`config.mk`:
```
export PLATFORM = sky130hd
export DESIGN_NAME = wb_rr_arbiter
export DESIGN_NICKNAME = d
export VERILOG_FILES = /design/src/rtl/wb_rr_arbiter.sv
export SDC_FILE = /design/constraint.sdc
export NUM_CORES = 1
export LEC_CHECK = 0
export BUFFER_PORTS_ARGS = -buffer_cell sky130_fd_sc_hd__buf_2
export CAP_MARGIN = 20
export CORE_UTILIZATION = 53
export DETAILED_ROUTE_END_ITERATION = 8
export GPL_ROUTABILITY_DRIVEN = 0
export PLACE_DENSITY = 0.79
export SYNTH_ARGS = -nofsm -noshare
export SYNTH_HDL_FRONTEND = slang
export SYNTH_SLANG_ARGS = --single-unit
```
`constraint.sdc`:
```
create_clock -name clk_i -period 2.3 [get_ports clk_i]
set_clock_uncertainty 0.15 [all_clocks]
set_input_delay 0.46 -clock clk_i [delete_from_list [all_inputs] [get_ports clk_i]]
set_output_delay 0.46 -clock clk_i [all_outputs]
set_load 0.05 [all_outputs]
```
`src/rtl/wb_rr_arbiter.sv`:
```
// wb_rr_arbiter: round-robin Wishbone bus arbiter with a slave-response watchdog.
//
// Grants one of MASTER_COUNT masters at a time and holds the grant for the whole
// bus cycle. A watchdog aborts a transfer that the slave never answers, so a dead
// slave cannot lock the bus.
//
// Ports:
//   clk_i      in   1             clock, all state on rising edge
//   rst_n_i    in   1             asynchronous active-low reset
//   cyc_i      in   MASTER_COUNT  per-master cycle request (bit k = master k)
//   stb_i      in   1             strobe of the granted master (muxed upstream)
//   ack_i      in   1             OR of slave acks
//   err_i      in   1             OR of slave errors
//   rty_i      in   1             OR of slave retries
//   gnt_o      out  GNT_WIDTH     granted master index (registered)
//   gnt_vld_o  out  1             grant valid, OWNED or ABORT (registered)
//   cyc_o      out  1             cycle to slaves, cyc_i[gnt_o] while OWNED (combinational)
//   tmo_o      out  1             one-cycle watchdog error pulse (registered)

module wb_rr_arbiter #(
  parameter int unsigned MASTER_COUNT = 2,
  parameter int unsigned GNT_WIDTH    = $clog2(MASTER_COUNT),
  parameter int unsigned TIMEOUT      = 255,
  parameter int unsigned CNT_WIDTH    = (TIMEOUT > 0) ? $clog2(TIMEOUT + 1) : 1
) (
  input  logic                    clk_i,
  input  logic                    rst_n_i,
  input  logic [MASTER_COUNT-1:0] cyc_i,
  input  logic                    stb_i,
  input  logic                    ack_i,
  input  logic                    err_i,
  input  logic                    rty_i,
  output logic [GNT_WIDTH-1:0]    gnt_o,
  output logic                    gnt_vld_o,
  output logic                    cyc_o,
  output logic                    tmo_o
);

  localparam bit WD_EN = (TIMEOUT != 0);

  typedef enum logic [1:0] {
    ST_IDLE  = 2'd0,
    ST_OWNED = 2'd1,
    ST_ABORT = 2'd2
  } state_e;

  state_e                  state_q, state_d;
  logic [GNT_WIDTH-1:0]    gnt_q, gnt_d;
  logic                    gnt_vld_q, gnt_vld_d;
  logic [GNT_WIDTH-1:0]    last_q, last_d;
  logic [CNT_WIDTH-1:0]    cnt_q, cnt_d;
  logic                    tmo_q, tmo_d;

  logic [MASTER_COUNT-1:0] req_c;
  logic [GNT_WIDTH-1:0]    base_c;
  logic                    pick_vld_c;
  logic [GNT_WIDTH-1:0]    pick_idx_c;
  logic                    own_req_c;
  logic                    stall_c;

  assign own_req_c = cyc_i[gnt_q];
  assign stall_c   = stb_i & ~(ack_i | err_i | rty_i);

  // Scan origin: the last-served master in IDLE, the releasing master otherwise
  // (it becomes the new last-served); the releasing master is excluded.
  always_comb begin : rr_req
    req_c  = cyc_i;
    base_c = last_q;
    if (state_q != ST_IDLE) begin
      req_c  = cyc_i & ~({{(MASTER_COUNT-1){1'b0}}, 1'b1} << gnt_q);
      base_c = gnt_q;
    end
  end

  // First set request at (base+1), (base+2), ... with wrap; iterating from the
  // farthest offset down lets the nearest one overwrite the result.
  always_comb begin : rr_scan
    int                   idx;
    logic [GNT_WIDTH-1:0] idx_g;
    pick_vld_c = 1'b0;
    pick_idx_c = '0;
    idx        = 0;
    idx_g      = '0;
    for (int off = int'(MASTER_COUNT); off >= 1; off--) begin
      idx = int'(base_c) + off;
      if (idx >= int'(MASTER_COUNT)) begin
        idx = idx - int'(MASTER_COUNT);
      end
      idx_g = GNT_WIDTH'(idx);
      if (req_c[idx_g]) begin
        pick_vld_c = 1'b1;
        pick_idx_c = idx_g;
      end
    end
  end

  // Next-state and registered-output logic.
  always_comb begin : next_state
    state_d   = state_q;
    gnt_d     = gnt_q;
    gnt_vld_d = gnt_vld_q;
    last_d    = last_q;
    cnt_d     = '0;
    tmo_d     = 1'b0;

    case (state_q)
      ST_IDLE: begin
        if (pick_vld_c) begin
          gnt_d     = pick_idx_c;
          gnt_vld_d = 1'b1;
          state_d   = ST_OWNED;
        end
      end

      ST_OWNED, ST_ABORT: begin
        if (!own_req_c) begin
          // Release wins over a same-cycle timeout; hand over or go idle.
          last_d = gnt_q;
          if (pick_vld_c) begin
            gnt_d   = pick_idx_c;
            state_d = ST_OWNED;
          end else begin
            gnt_vld_d = 1'b0;
            state_d   = ST_IDLE;
          end
        end else if (WD_EN && (state_q == ST_OWNED) && stall_c) begin
          if (cnt_q == CNT_WIDTH'(TIMEOUT)) begin
            tmo_d   = 1'b1;
            state_d = ST_ABORT;
          end else begin
            cnt_d = cnt_q + CNT_WIDTH'(1);
          end
        end
      end

      default: begin
        state_d   = ST_IDLE;
        gnt_vld_d = 1'b0;
      end
    endcase
  end

  // State registers; last-served starts at N-1 so master 0 wins first.
  always_ff @(posedge clk_i or negedge rst_n_i) begin : regs
    if (!rst_n_i) begin
      state_q   <= ST_IDLE;
      gnt_q     <= '0;
      gnt_vld_q <= 1'b0;
      last_q    <= GNT_WIDTH'(MASTER_COUNT - 1);
      cnt_q     <= '0;
      tmo_q     <= 1'b0;
    end else begin
      state_q   <= state_d;
      gnt_q     <= gnt_d;
      gnt_vld_q <= gnt_vld_d;
      last_q    <= last_d;
      cnt_q     <= cnt_d;
      tmo_q     <= tmo_d;
    end
  end

  assign gnt_o     = gnt_q;
  assign gnt_vld_o = gnt_vld_q;
  assign tmo_o     = WD_EN ? tmo_q : 1'b0;
  // State resets asynchronously, so cyc_o drops the moment reset asserts.
  assign cyc_o     = (state_q == ST_OWNED) & own_req_c;

endmodule

```
==> reports/results.tsv <==
metric	value	unit
clk_pin_slew_worst_paths	0.09	ns
min_period	2.11	ns
worstPathCellList	mux2_4, and2_2, buf_2	
ys_seq_elements	14	
grt_use_total	0.239	
htreeDepth	1	
setup_tns	0	ns
synth.area.mux_share	0.0456	
cts_root_buffer	clkbuf_4	
io_pins	12	
placed_cell_area	866	µm²
initial_core_util	0.589	
drt_iter0_markers	4	
fmax	0.474	GHz
powerDensity	971	mW/mm²
drt.antenna.violating_nets	0	
die_w	40.8	µm
cpLargestDelayFamily	flip-flops	
r2r_cells	6	
overflow	0	
wirelength	1570	µm
numClockSinks	14	
crit_type	reg2out	
setup_viol	0	
critPathLaunchType	flop	
area_growth	14.6	%
std_cell_rows	13	
drive_above_1_share	0.283	
yosys_warnings	0	
cp_slowest_cell	dfrtp_1	
fin_util	0.676	
wl_per_cell	14.7	µm
synth_xor_area_frac	0.0550	
crit_fanout	8	
syn_nets	90	
clock_latency	0.28	ns
cp-end-kind	primary output	
timing.rr.end	state_q[1]	
final_cell_mix	dfrtp_1 (13), buf_2 (11), nor2_1 (9)	
final_area	912	µm²
maxSlewViolCount	0	
synth_top_family_by_area	simple AND/OR/NAND/NOR gates	
synth_top_area_frac	0.409	
use_met1	0.293	
syn_avg_cell_area	10.3	µm²
drv_cap	0	
via_per_inst	5.64	
fillers	108	
p_leak	0.416	nW
grt_max_degree	15	
layout_commonest_cell	dfrtp_1	
hold_violations	0	
rsz0062_at_grt	false	
cts_buffers	3	
r2r-start	state_q[1]	
syn_inst	77	
num_vias	603	
grt_first_pass_wirelength	2520	µm
core	0.00135	mm²
synth_compound_area_frac	0.108	
cpPeakStageDelay	0.49	ns
die_h	40.8	µm
diodes	0	
hold_path_end	cnt_q[0]	
dr.pass1.iters	4	
finalCritPeriodShare	0.918	
top_usage_layer	met2	
synth-seq-area-share	0.442	
synth_simple_gate_area_frac	0.252	
cp_num_buf_inv	1	
hold_start	cnt_q[0]	
tightest_slew	0.331	ns
cts_resized	0	
finalPower	0.886	mW
port_buffers	11	
cp.required	1.69	ns
r2r_slack	0.21	ns
synthTopCellsByArea	dfrtp_1 (41%), ha_1 (7.9%), o21ai_0 (4.4%), nor2_1 (4.2%), dfstp_2 (3.3%)	
hold_class	reg2reg	
synth_fa_ha_area_frac	0.0786	
use_met2	0.417	
clockBufferDepth	2	
grt_pass1_vias	582	
tritoncts	done	
dieArea	0.00166	mm²
antenna_found_initial	0	
drc	0	
relSlewSlack	0.779	
dp_hpwl	1120	µm
netlist_area	796	µm²
met3_usage	0.0326	
ys_types	32	
hold_depth	1	
ir_drop	615	µV
critical_path_arrival	1.50	ns
status	completed	
nets	106	
synth_largest_area_cell	dfrtp_1	
worst register-to-register path: cells and delay by family (launching register included):
kind / cells / cell delay (ns)
AOI/OAI and AO/OA: 1 / 0.15
adders and majority gates: 1 / 0.42
buffers and inverters: 2 / 0.22
DFF: 1 / 0.41
and+or+nand+nor: 2 / 0.67
kinds of logic (layout without fill, tap and decap cells):
logic type,count (synthesis),after routing
AO/OA/AOI/OAI,13,13
XOR/XNOR,5,5
adder cells (fa/ha/maj),5,5
buffers and inverters,4,19
flip-flops,14,14
multiplexers,3,3
AND/OR/NAND/NOR,33,33
power breakdown:
part	internal [mW]	switching [mW]	total, mW	leakage (nW)
Combinational	0.143	0.232	0.376	0.210
Clock	0.0962	0.0836	0.180	0.0210
Sequential	0.287	0.0430	0.330	0.185
Total	0.527	0.359	0.886	0.416
state kept, by name, summed over array words and instances (netlist names):
name / count
cnt_q: 8
state_q: 2
gnt_o: 1
gnt_vld_o: 1
last_q: 1
tmo_o: 1
worst max-delay path by stage:
stage | to | from | slack [ns] | depth (start not counted)
2_1_floorplan | state_q[1] | state_q[1] | 0.32 | 7
3_3_place_gp | state_q[1] | state_q[1] | 0.35 | 6
3_5_place_dp | state_q[1] | state_q[1] | 0.25 | 6
4_1_cts | cyc_o | gnt_o | 0.20 | 3
5_1_grt | state_q[1] | state_q[0] | 0.11 | 6
6_report | cyc_o | gnt_o | 0.19 | 3
cell type report:
class | instances | area, µm² | share of cell area
clock buffers | 4 | 36.3 | 0.0398
inverters | 3 | 11.3 | 0.0123
multi-input cells | 59 | 429 | 0.471
flip-flops and latches | 14 | 352 | 0.385
well taps | 15 | 18.8 | 0.0206
repair buffers | 12 | 65.1 | 0.0713
synth_stat cells, drive strengths merged:
cell type	n
or4b	1
or2	1
o21ai	7
nor2b	2
and4bb	1
a311oi	1
or3	1
nor4b	1
and2	2
a22o	1
dfrtp	13
nand4	1
inv	3
nor2	10
xor2	2
dfstp	1
mux2i	1
clkbuf	1
mux2	2
nand4bb	1
ha	5
nor4	1
a2bb2oi	1
xnor2	3
a21oi	2
and3	3
nand2	6
nand3	2
a22oi	1
per-stage QoR:
stage | hold slack (ns) | cells | setup WS (ns)
2_1_floorplan | 0.0144 | 77 | 0.316
3_3_place_gp | 0.219 | 102 | 0.346
3_5_place_dp | 0.221 | 102 | 0.253
4_1_cts | 0.310 | 107 | 0.195
5_1_grt | 0.311 | 107 | 0.112
6_report | 0.312 | 107 | 0.188
metal layers:
layer  wire (µm)  vias up
li1            -      301
met1         766      283
met2         719       15
met3          61        4
met4          20        0
met5           0        -
what timing repair did:
item | 4_1_cts | 5_1_grt
hold buffers | 1 | 0
endpoints found under the hold margin | 13 | 0
setup buffers | 0 | 0
Note: power is estimated with default switching activity, not from simulation.
